<file path="src/rtl/cross_bar_nxm.sv">
`default_nettype none
// ============================================================================
// Module   : cross_bar_nxm
// Brief    : N-master x M-slave req/ack/resp crossbar, one round-robin arbiter
//            per slave. Define CROSS_BAR_DECERR_EN to add a default slave that
//            error-terminates unmapped addresses (adds the m_decerr port).
// Revision : 1.0
// ============================================================================
module cross_bar_nxm #(
    parameter int N_MASTERS = 2,
    parameter int N_SLAVES  = 4,
    parameter int AWIDTH    = 32,
    parameter int DWIDTH    = 32,
    parameter int SEL_W     = 2
) (
    input  logic                          aclk,
    input  logic                          areset,
    input  logic [N_MASTERS-1:0]          m_req,
    input  logic [N_MASTERS*AWIDTH-1:0]   m_addr,
    input  logic [N_MASTERS-1:0]          m_cmd,
    input  logic [N_MASTERS*DWIDTH-1:0]   m_wdata,
    output logic [N_MASTERS-1:0]          m_ack,
    output logic [N_MASTERS*DWIDTH-1:0]   m_rdata,
    output logic [N_MASTERS-1:0]          m_resp,
`ifdef CROSS_BAR_DECERR_EN
    output logic [N_MASTERS-1:0]          m_decerr,
`endif
    output logic [N_SLAVES-1:0]           s_req,
    output logic [N_SLAVES*AWIDTH-1:0]    s_addr,
    output logic [N_SLAVES-1:0]           s_cmd,
    output logic [N_SLAVES*DWIDTH-1:0]    s_wdata,
    input  logic [N_SLAVES-1:0]           s_ack,
    input  logic [N_SLAVES*DWIDTH-1:0]    s_rdata,
    input  logic [N_SLAVES-1:0]           s_resp
);

`ifdef CROSS_BAR_DECERR_EN
    localparam int N_ARB = N_SLAVES + 1;
`else
    localparam int N_ARB = N_SLAVES;
`endif
    localparam int MW = (N_MASTERS > 1) ? $clog2(N_MASTERS) : 1;

    typedef enum logic [1:0] {
        ST_IDLE  = 2'd0,
        ST_GRANT = 2'd1,
        ST_RESP  = 2'd2
    } state_t;

    logic [SEL_W-1:0]  w_sel      [N_MASTERS];
    logic [N_ARB-1:0]  w_in_grant;
    logic [N_ARB-1:0]  w_in_resp;
    logic [N_ARB-1:0]  w_sl_ack;
    logic [N_ARB-1:0]  w_sl_resp;
    logic [MW-1:0]     w_grant    [N_ARB];
    logic [DWIDTH-1:0] w_sl_rdata [N_ARB];

    for (genvar i = 0; i < N_MASTERS; i++) begin : g_sel
        assign w_sel[i] = m_addr[i*AWIDTH + AWIDTH-1 -: SEL_W];
    end

    // Arbiter index N_SLAVES (present only with the default slave) owns unmapped selects.
    for (genvar a = 0; a < N_ARB; a++) begin : g_arb
        state_t               r_state;
        state_t               w_state_nxt;
        logic [MW-1:0]        r_grant;
        logic [MW-1:0]        w_grant_nxt;
        logic [MW-1:0]        r_ptr;
        logic [MW-1:0]        w_ptr_nxt;
        logic [N_MASTERS-1:0] w_cand;
        logic                 w_found;
        logic [MW-1:0]        w_win;
        int                   w_idx;

        always_comb begin
            w_cand = '0;
            for (int i = 0; i < N_MASTERS; i++) begin
                if (a < N_SLAVES)
                    w_cand[i] = m_req[i] && (int'(w_sel[i]) == a);
                else
                    w_cand[i] = m_req[i] && (int'(w_sel[i]) >= N_SLAVES);
            end
        end

        // Scan downward so the last hit is the first candidate at or after ptr.
        always_comb begin
            w_found = 1'b0;
            w_win   = '0;
            w_idx   = 0;
            for (int k = N_MASTERS-1; k >= 0; k--) begin
                w_idx = int'(r_ptr) + k;
                if (w_idx >= N_MASTERS)
                    w_idx = w_idx - N_MASTERS;
                if (w_cand[w_idx]) begin
                    w_found = 1'b1;
                    w_win   = MW'(w_idx);
                end
            end
        end

        always_comb begin
            w_state_nxt = r_state;
            w_grant_nxt = r_grant;
            w_ptr_nxt   = r_ptr;
            case (r_state)
                ST_IDLE: begin
                    if (w_found) begin
                        w_state_nxt = ST_GRANT;
                        w_grant_nxt = w_win;
                    end
                end
                ST_GRANT: begin
                    if (!m_req[r_grant])
                        w_state_nxt = ST_IDLE;
                    else if (w_sl_ack[a])
                        w_state_nxt = ST_RESP;
                end
                ST_RESP: begin
                    w_state_nxt = ST_IDLE;
                    w_ptr_nxt   = (int'(r_grant) == N_MASTERS-1) ? '0 : r_grant + 1'b1;
                end
                default: w_state_nxt = ST_IDLE;
            endcase
        end

        always_ff @(posedge aclk or posedge areset) begin
            if (areset) begin
                r_state <= ST_IDLE;
                r_grant <= '0;
                r_ptr   <= '0;
            end else begin
                r_state <= w_state_nxt;
                r_grant <= w_grant_nxt;
                r_ptr   <= w_ptr_nxt;
            end
        end

        assign w_in_grant[a] = (r_state == ST_GRANT);
        assign w_in_resp[a]  = (r_state == ST_RESP);
        assign w_grant[a]    = r_grant;

        if (a < N_SLAVES) begin : g_slave
            assign w_sl_ack[a]   = s_ack[a];
            assign w_sl_resp[a]  = s_resp[a];
            assign w_sl_rdata[a] = s_rdata[a*DWIDTH +: DWIDTH];
            assign s_req[a]      = w_in_grant[a] & m_req[r_grant];
            assign s_cmd[a]      = w_in_grant[a] & m_cmd[r_grant];
            assign s_addr[a*AWIDTH +: AWIDTH]  = w_in_grant[a] ? m_addr[r_grant*AWIDTH +: AWIDTH]  : '0;
            assign s_wdata[a*DWIDTH +: DWIDTH] = w_in_grant[a] ? m_wdata[r_grant*DWIDTH +: DWIDTH] : '0;
        end else begin : g_default
            // Default slave: acks at once, then answers with all-ones data.
            assign w_sl_ack[a]   = 1'b1;
            assign w_sl_resp[a]  = 1'b1;
            assign w_sl_rdata[a] = '1;
        end
    end

    // A master targets one slave at a time, so at most one arbiter drives each master.
    always_comb begin
        m_ack   = '0;
        m_resp  = '0;
        m_rdata = '0;
`ifdef CROSS_BAR_DECERR_EN
        m_decerr = '0;
`endif
        for (int a = 0; a < N_ARB; a++) begin
            if (w_in_grant[a] && w_sl_ack[a])
                m_ack[w_grant[a]] = 1'b1;
            if (w_in_resp[a]) begin
                m_resp[w_grant[a]] = w_sl_resp[a];
                m_rdata[w_grant[a]*DWIDTH +: DWIDTH] = w_sl_rdata[a];
`ifdef CROSS_BAR_DECERR_EN
                if (a >= N_SLAVES)
                    m_decerr[w_grant[a]] = 1'b1;
`endif
            end
        end
    end

endmodule
`default_nettype wire
</file>
<file path="config.mk">
export PLATFORM = sky130hd
export DESIGN_NAME = cross_bar_nxm
export DESIGN_NICKNAME = d
export VERILOG_FILES = /design/src/rtl/cross_bar_nxm.sv
export SDC_FILE = /design/constraint.sdc
export NUM_CORES = 1
export LEC_CHECK = 0
export ABC_AREA = 1
export BUFFER_PORTS_ARGS = -buffer_cell sky130_fd_sc_hd__buf_2
export CORE_AREA = 2 2 235 237
export CTS_BUF_LIST = sky130_fd_sc_hd__clkbuf_4
export DETAILED_ROUTE_END_ITERATION = 6
export DIE_AREA = 0 0 237 239
export GPL_ROUTABILITY_DRIVEN = 0
export HOLD_SLACK_MARGIN = 0.08
export SYNTH_ARGS = -nofsm -noshare
export SYNTH_HDL_FRONTEND = slang
export SYNTH_SLANG_ARGS = --single-unit
</file>
<file path="constraint.sdc">
create_clock -name aclk -period 2.1 [get_ports aclk]
set_clock_uncertainty 0.05 [all_clocks]
set_input_delay 0.315 -clock aclk [delete_from_list [all_inputs] [get_ports aclk]]
set_output_delay 0.315 -clock aclk [all_outputs]
set_load 0.1 [all_outputs]
</file>
* Yosys cells after proc, flatten, opt, wreduce, memory -nomap -nowiden
Index checks and enable logic that the tools add are counted.
Storage, ports and cells: bits in registers 16, input port bits 270
Operators by class: add/sub/neg operators 20, $lt $le $gt $ge 24, equal/unequal tests 22, shift operators 16, multiplexer cells 118, bitwise operators 13, reductions and logical operators 30
Operator list (count):
- 32-bit 2-to-1 mux | 16
- 64-bit by 7-bit variable part select with 32-bit output | 8
- 32-bit by 3-bit < comparator with 1-bit output, second input constant | 8
- 64-bit 2-to-1 mux | 4
- 32-bit by 34-bit variable shift with 64-bit output, first input constant | 4
- 32-bit by 34-bit variable part select with 64-bit output | 4
- 64-bit bitwise mux | 3
- 6-bit negation with 34-bit output | 4
- 64-bit bitwise AND | 1
- 1-bit 2-to-1 mux | 64
- 2-bit 2-to-1 mux | 20
- 2-bit == test, second input constant | 8
- 1-bit logical AND | 16
- 2-bit case mux with 2 select lines | 4
- 2-bit AND reduction | 8
- 2-bit by 1-bit == test with 1-bit output, second input constant | 6
- 2-bit logical NOT | 6
- 3-bit inequality test, second input constant | 4
- 1-bit by 2-bit subtractor with 3-bit output, second input constant | 4
- 2-bit by 2-bit subtractor with 3-bit output, second input constant | 4
- 1-bit by 1-bit adder with 2-bit output, second input constant | 4
- 1-bit bitwise AND | 8
- 1-bit by 2-bit >= comparator with 1-bit output, second input constant | 4
- 2-bit >= comparator, second input constant | 4
- 8 further kinds | 27

* Depth between registers and ports, before layout
Gate-level depths: netlist of the first run.
word-level depth 12, gate-level depth with buffers 9

* Worst setup path after synthesis of the first run
Ideal clock, no wire load.
path type reg2out, from register g_arb[2].r_grant, to output port s_addr[94], arrival 3.007 ns, data required time 1.735 ns, path slack -1.272 ns, stages on the path, launching flop included 5, path buffers 2, cells stage by stage dfrtp_1 > buf_2 > buf_2 > nor2_1 > a211oi_1
On the way: longest elaborated chain between the ends 2
Ends and longest elaborated chain:
- start: declaration | line 66 | logic [MW-1:0] r_grant;
- start signal: assignment | line 133 | r_grant <= w_grant_nxt;
- 64-bit by 7-bit variable part select with 32-bit output | line 148 | assign s_addr[a*AWIDTH +: AWIDTH] = w_in_grant[a] ? m_addr[r_grant*AWIDTH +: AWIDTH] : '0;
- 32-bit 2-to-1 mux | line 148
- end: declaration | line 29 | output logic [N_SLAVES*AWIDTH-1:0] s_addr,
Every way passes these cells.

* Worst setup path in the final report of the first run
from register g_arb[0].r_grant, to output port m_rdata[5]
On the way: longest elaborated chain between the ends 10
Ends and longest elaborated chain:
- start: declaration | line 66
- start signal: assignment | line 133
- 6-bit negation with 34-bit output * | line 171 | m_rdata[w_grant[a]*DWIDTH +: DWIDTH] = w_sl_rdata[a];
- 32-bit by 34-bit variable part select with 64-bit output / 32-bit by 34-bit variable shift with 64-bit output (equally long branches) | line 171
- 64-bit bitwise AND (no source line) *
- 64-bit 2-to-1 mux * | line 169 | if (w_in_resp[a]) begin
- 64-bit bitwise mux | line 171
- 64-bit 2-to-1 mux * | line 169
- 64-bit bitwise mux | line 171
- 64-bit 2-to-1 mux * | line 169
- 64-bit bitwise mux | line 171
- 64-bit 2-to-1 mux * | line 169
- end: declaration | line 23 | output logic [N_MASTERS*DWIDTH-1:0] m_rdata,
Mark *: on every way between the ends. The rest lies on a longest branch, timed or not.

==> results of run 1 <==
## what timing repair did
| item | in CTS | in global routing |
|---|---|---|
| hold buffers | 1 | 0 |
| gates resized for setup | 119 | 199 |
| setup endpoints to repair | 304 | 302 |
| pin swaps | 29 | 80 |
| endpoints found under the hold margin | 8 | 0 |
| buffers inserted | 18 | 42 |
| cloned | 15 | 21 |
## per-layer routing
layer	part of all wire (%)	track usage [%]	vias to the layer above
met5	0.080	0	-
met4	3.2	5.68	8
met3	7.8	5.14	116
met2	50	36.7	713
met1	39	24.2	6875
li1	-	-	6575
## layout by cell type (no fill, tap or decap), types with 3 or more instances in the layout
| master | Yosys | routed |
|---|---|---|
| nand2_1 | 863 | 710 |
| buf_12 | 0 | 383 |
| buf_2 | 70 | 269 |
| a21oi_4 | 0 | 245 |
| nand2_2 | 1 | 115 |
| nor2_1 | 103 | 80 |
| nand3_1 | 95 | 68 |
| buf_4 | 8 | 60 |
| inv_1 | 65 | 57 |
| a21oi_1 | 320 | 41 |
| nand2_4 | 0 | 38 |
| a21oi_2 | 0 | 34 |
| nand3_2 | 1 | 26 |
| buf_16 | 0 | 22 |
| clkbuf_16 | 0 | 19 |
| nor2_2 | 2 | 18 |
| nand3b_1 | 18 | 18 |
| buf_6 | 0 | 10 |
| inv_2 | 6 | 9 |
| nor2_4 | 2 | 9 |
| dfrtp_1 | 16 | 9 |
| o21ai_0 | 12 | 8 |
| buf_8 | 0 | 7 |
| diode_2 | 0 | 5 |
| a211oi_4 | 0 | 5 |
| o21bai_1 | 4 | 4 |
| clkbuf_4 | 0 | 4 |
| dfrtp_4 | 0 | 4 |
| nor4_1 | 3 | 3 |
| dfrtp_2 | 0 | 3 |
## flip-flops by register name, summed over array words and instances, names as in the netlist
name,cells
g_arb.r_grant,4
g_arb.r_ptr,4
g_arb.r_state,8
## path summary, 6_finish.rpt
path                                  endpoint  slack [ns]
setup / recovery                    m_rdata[5]       -0.17
hold / removal             g_arb[1].r_state[1]        0.22
setup reg to reg           g_arb[1].r_state[0]        0.43
hold reg to reg                 g_arb[0].r_ptr        0.47
max in group asynchronous     g_arb[1].r_grant        0.88
min in group asynchronous  g_arb[2].r_state[0]        0.63
## power breakdown
| group | internal (mW) | switching [mW] | total, mW |
|---|---|---|---|
| combinational | 3.92 | 7.50 | 11.4 |
| sequential | 0.374 | 0.0883 | 0.462 |
| clock | 0.0868 | 0.101 | 0.188 |
| total | 4.38 | 7.69 | 12.1 |
## kinds of logic (layout without fill, tap and decap cells)
| kind of cell | Yosys count | count (layout) | share of synthesized area (%) |
|---|---|---|---|
| compound gates | 344 | 344 | 23.7 |
| buf+inv | 213 | 847 | 12.4 |
| flops | 16 | 16 | 5.41 |
| other cells | 0 | 5 | 0 |
| simple gates | 1091 | 1091 | 58.5 |
## through the flow
stage	hold slack [ns]	cell area, sq um	cells	power [mW]	TNS, ns
3_3_place_gp	0.376	19700	2903	10.7	0
3_5_place_dp	0.392	19700	2903	10.7	0
4_1_cts	0.222	20700	2941	11.3	-17.51
5_1_grt	0.236	22300	3004	12.5	-37.09
6_report	0.225	22300	3007	12.1	-19.66
2_1_floorplan	0.179	10400	1664	6.98	-4.32
## worst register-to-register path, cell delays in order (launching register included)
cell and delay, ns:
dfrtp_4 0.57, buf_16 0.22, o21ai_0 0.36, nor2_2 0.13
buf_4 0.15, nand2_1 0.04, nand2_1 0.04
## cell type report
cell class | instances | area share, %
clock buffer | 4 | 0.134
multi-input combinational | 1435 | 44.3
sequential | 16 | 1.88
inverter | 72 | 1.43
antenna | 5 | 0.0560
timing repair buffer | 771 | 48.2
tap | 704 | 3.94
==> results.md, run 1 <==
* Crit path cell chain: clkinv_8 > clkbuf_16 > nand2_2 > nor2_1 > nand2_1 > nand3_2 > nand2_2 > nand2_2 > buf_12
* Fin crit period at roughly 2.3 ns
* Max incr delay on CP at ~0.6 ns
* Via Count at approximately 14,000
* Cell taking the most area after synthesis: nand2_1
* Net Count, Synth at 1,934
* Register bit total from synthesis at 16
* Final hold violations at 0
* Clock transition at path regs at roughly 0.1 ns
* CP Data Required Time at 1.74 ns
* Most frequent cell on the critical path: nand2_2
* Final Core Density at between 40% and 50%
* Placement Setup Slack at ~0.044 ns
* Hold path startpoint: s_ack[1]
* Delay-heaviest family, CP: flip-flops
* Die height at 239 microns
* Layout Nets at ~2,600
* Most common cell in the synthesized netlist: nand2_1
* Post-synth top cells: 863 x nand2_1, 320 x a21oi_1, 103 x nor2_1, 95 x nand3_1, 70 x buf_2
* Mapped Avg Cell Area at between 4 and 5 sq um
* Die area at approximately 57,000 sq um
* WL/cell at ~22 microns
* Max frequency at between 0.4 and 0.5 GHz
* Crit path depth at 9
* Area growth syn-to-layout at 202%
* Max Slew Vio Count at 0
* Outcome: finished with violations
* Core area at 54,300 sq um
* Register area at between 400 and 500 sq um
* DRT Pass-1 Iters at 5
* Worst slew margin at 56.4%
* Crit path kind: reg2out
* RSZ-0062 raised after global routing: true
* Mapped Cells at ~1,700
* R2R depth at 6
* Gr usage total at about 21%
* Die Wd at ~240 microns
* Startpoint Class: flip-flop
* Antenna violations before repair at 6
* Slowest CP cell: dfrtp_4
* Synth area leaders: nand2_1 44%, a21oi_1 22%, nand3_1 6.4%
* Post-synthesis cell type count at 24
* Cell Pwr Density at roughly 540 nW/um^2
* Post-synth EDFFs at 0
* CP max FO at 7
* WP data arrival at around 1.9 ns
* HPWL Detailed at around 45,000 microns
* Clk buf depth at 2
* Starting Density at a little over an eighth
* I/O pin total at about 600
* DRC Markers at 0
* Top-area cell type share of the netlist area at a little over two fifths
* Pleak at 9.14 nW
* Synthesized area at 7400 sq um
* Max-Cap Viols at 0
* Port bufs at 601
* Buf+Inv Stages, Crit Path at 3
* Total grt overflow at 0
* Vias per cell at approximately 4.8
* Root buf cell: clkbuf_4
* Crit path capture type: output port
* Cts bufs inserted at 3
* Drt total wl at approximately 66,000 microns
* Final worst slack at -0.168 ns
* First-pass GRT wire length at about 89,000 microns
* Fraction of layout cells with a size suffix above 1 at a little under three fifths
* Min-Delay Path Class: in2reg
* Slew @ Worst Pin at 0.654 ns
* Total clock sinks at 16
* Filler cell count at about 5,300
* Placement row count at 86
* Syn. warnings at 0
* R2r startpoint: g_arb[1].r_grant
* CTS tree: built
* Failing checks: setup timing
* CP Launch Point: g_arb[0].r_grant
* Hold Path Depth at 3
* Max IR drop VDD at 0.000307 V
* # setup viols final at between 200 and 300
* Ys async rst share at 100%
* Clk_lat worst skew at 0.29 ns
* Largest net degree at the start of global routing at 59
* Area of the multi-input gates at 9900 sq um
* 1st-iter DRT viols at 975
* Seq/Total Area, Yosys at ~5.4%
* CTS H-tree depth at 1
* Routed Antenna Nets at 0
* Vias in the first global route at 13,400
* Ys flop type: dfrtp_1
* Period utilization at 108%
(Power assumes the default switching activity.)
==> inputs of run 2 (changes only) <==
--- a/config.mk
+++ b/config.mk
@@ -8,11 +8,13 @@
 export ABC_AREA = 1
 export BUFFER_PORTS_ARGS = -buffer_cell sky130_fd_sc_hd__buf_2
 export CORE_AREA = 2 2 235 237
-export CTS_BUF_LIST = sky130_fd_sc_hd__clkbuf_4
+export CTS_BUF_LIST = sky130_fd_sc_hd__clkbuf_2 sky130_fd_sc_hd__clkbuf_4 sky130_fd_sc_hd__clkbuf_8
 export DETAILED_ROUTE_END_ITERATION = 6
 export DIE_AREA = 0 0 237 239
 export GPL_ROUTABILITY_DRIVEN = 0
 export HOLD_SLACK_MARGIN = 0.08
+export RECOVER_POWER = 50
+export REMOVE_ABC_BUFFERS = 1
 export SYNTH_ARGS = -nofsm -noshare
 export SYNTH_HDL_FRONTEND = slang
 export SYNTH_SLANG_ARGS = --single-unit
==> results.md, run 2 (same netlist as run 1, synthesis figures left out) <==
* Delay-heaviest family, CP: buffers and inverters
* Final Core Density at 37.6% (-3.5 points)
* First-pass GRT wire length at 83,800 microns (-5.8%)
* Most common cell after layout, fill and taps aside: nand2_1
* Vias in the first global route at 13,000 (-3.6%)
* Min-Delay Path Class: in2async
* FF-to-FF setup slack at 0.49 ns (+0.06 ns)
* Via Count at 15,000 (+5.0%)
* Largest net degree at the start of global routing at 72 (+22%)
* HPWL Detailed at 40,900 microns (-8.6%)
* Placement Setup Slack at 0.0711 ns (+0.0275 ns)
* CP Data Required Time at 1.74 ns (about the same)
* Period utilization at 107% (-0.58 points)
* Fin crit period at 2.26 ns (-0.0122 ns)
* Slew @ Worst Pin at 0.623 ns (-0.0300 ns)
* Area growth syn-to-layout at 176%
* 1st-iter DRT viols at 1,398 (+43%)
* WP data arrival at 1.89 ns (about the same)
* Max IR drop VDD at 0.000440 V (+43%)
* Core area at 54,300 sq um (unchanged)
* Total grt overflow at 0 (unchanged)
* CP Launch Point: g_arb[2].r_state[0]
* Cell Area, Placed at 16,700 sq um (-15%)
* Cell Pwr Density at 565 nW/um^2 (+4.6%)
* Max Slew Vio Count at 0 (unchanged)
* # hold bufs at CTS at 0 (-1)
* Total clock sinks at 16 (unchanged)
* Die Wd at 237 microns (unchanged)
* Failing checks: setup timing
* Vias per cell at 4.97 (+4.5%)
* R2r startpoint: g_arb[1].r_grant
* Final worst slack at -0.155 ns (+0.0122 ns)
* Biggest regs: g_arb.r_state (8), g_arb.r_grant (4), g_arb.r_ptr (4)
* Root buf cell: clkbuf_8
* RSZ-0062 raised after global routing: true
* Worst slew margin at 58.4% (+2.0 points)
* Drt total wl at 70,500 microns (+6.0%)
* Layout Nets at 2,581 (+0.47%)
* Buf+Inv Stages, Crit Path at 4 (+1)
* Max FFs per register at 8 (unchanged)
* Max frequency at 0.443 GHz (+0.54%)
* DRT Pass-1 Iters at 6 (+1)
* Fraction of layout cells with a size suffix above 1 at 50.3% (-6.1 points)
* Clk_lat worst skew at 0.25 ns (-0.04 ns)
* Crit path depth at 8 (-1)
* Die area at 56,600 sq um (unchanged)
* Cts bufs inserted at 3 (unchanged)
* Clock transition at path regs at 0.06 ns (-0.04 ns)
* CP max FO at 8 (+1)
* Clk buf depth at 2 (unchanged)
* Placement row count at 86 (unchanged)
* Antenna violations before repair at 9 (+3)
* Power Total at 11.5 mW (-4.4%)
* Crit path cell chain: inv_2 > nand2_2 > nor2_4 > buf_12 > buf_8 > a21oi_1 > a21oi_4 > buf_12
* CTS tree: built
* Crit path kind: reg2out
* Crit path capture type: output port
* Startpoint Class: flip-flop
* FF-to-FF End: g_arb[1].r_state[0]
* Pleak at 9.02 nW (-1.3%)
* Crit path to: m_rdata[28]
* I/O pin total at 602 (unchanged)
* Sum Neg Setup Slack at -6.02 ns (+13.64 ns)
* Routed Antenna Nets at 0 (unchanged)
* Slowest CP cell: dfrtp_1
* CTS H-tree depth at 1 (unchanged)
* Port bufs at 601 (unchanged)
* Final non-filler cell area at 20,400 sq um (-8.6%)
* Gr usage total at 19.1% (-1.4 points)
* Largest reg by FF count: g_arb.r_state
* Most frequent cell on the critical path: buf_12
* Final hold violations at 0 (unchanged)
* Filler cell count at 5,429 (+2.8%)
* Most frequent cells in the layout: 752 x nand2_1, 375 x buf_12, 269 x buf_2
* # setup viols final at 105 (-60%)
* Outcome: finished with violations
* R2R depth at 8 (+2)
* DRC Markers at 0 (unchanged)
* Max incr delay on CP at 0.40 ns (-0.21 ns)
* WL/cell at 23.3 microns (+5.6%)
* Starting Density at 13.6% (unchanged)
* Max-Cap Viols at 0 (unchanged)
* Die height at 239 microns (unchanged)
## run 2: cell count changes in the layout (fill, tap and decap cells not counted), moves of 9 or more
cell	previous run	this run
a21oi_4	245	31
a21oi_2	34	158
a21oi_1	41	131
nand2_1	710	752
nand2_2	115	77
nand3_1	68	77
## run 2: worst register-to-register path, stage by stage (launching register included)
cell and delay [ns]:
dfrtp_4 0.51, buf_12 0.15, buf_4 0.13, clkbuf_16 0.16
o21ai_4 0.19, nor2_4 0.08, buf_4 0.14, nand2_1 0.05
nand2_1 0.04
## run 2: how the worst min path moves through the flow
stage | endpoint | slack [ns] | depth (start not counted)
2_1_floorplan | g_arb[0].r_grant | 0.18 | 1
3_3_place_gp | g_arb[0].r_state[1] | 0.36 | 2
3_5_place_dp | g_arb[0].r_state[1] | 0.37 | 2
4_1_cts | g_arb[0].r_state[1] | 0.10 | 2
5_1_grt | g_arb[0].r_ptr | 0.12 | 2
6_report | g_arb[0].r_ptr | 0.08 | 2
## run 2: repair_timing
action                                  in CTS  in global routing
resized for setup                          188                329
setup buffers                               17                 33
pin swaps                                   32                104
endpoints found under the setup margin     225                293
cloned                                      13                 37
## run 2: power by group
| group | total [mW] | internal (mW) | leakage [nW] | switching (mW) |
|---|---|---|---|---|
| clock network | 0.278 | 0.167 | 0.0288 | 0.111 |
| logic | 10.8 | 3.68 | 8.79 | 7.14 |
| registers | 0.442 | 0.372 | 0.199 | 0.0702 |
| total | 11.5 | 4.22 | 9.02 | 7.32 |
## run 2: cell type report
class / count / area (sq um) / area share [%]
clock buffers: 4 / 55.1 / 0.270
flip-flops and latches: 16 / 412 / 2.02
multi-input cells: 1435 / 7750 / 38.0
repair buffers: 783 / 11000 / 53.7
inverters: 72 / 329 / 1.61
diodes: 6 / 15.0 / 0.0736
well taps: 704 / 881 / 4.32
## run 2: layer usage
metal	vias to the layer above	global-route usage, %	wire length (microns)
met5	-	0	25
met4	4	6.83	3080
met3	256	3.08	7400
met2	1110	31.2	31800
met1	7028	25.2	28200
li1	6598	-	-
## run 2: through the flow
step                      instances  hold slack [ns]
after floorplan                1523            0.179
after global placement         2911            0.361
after detailed placement       2911            0.369
after CTS                      2945            0.104
after global routing           3018            0.125
final                          3020           0.0804
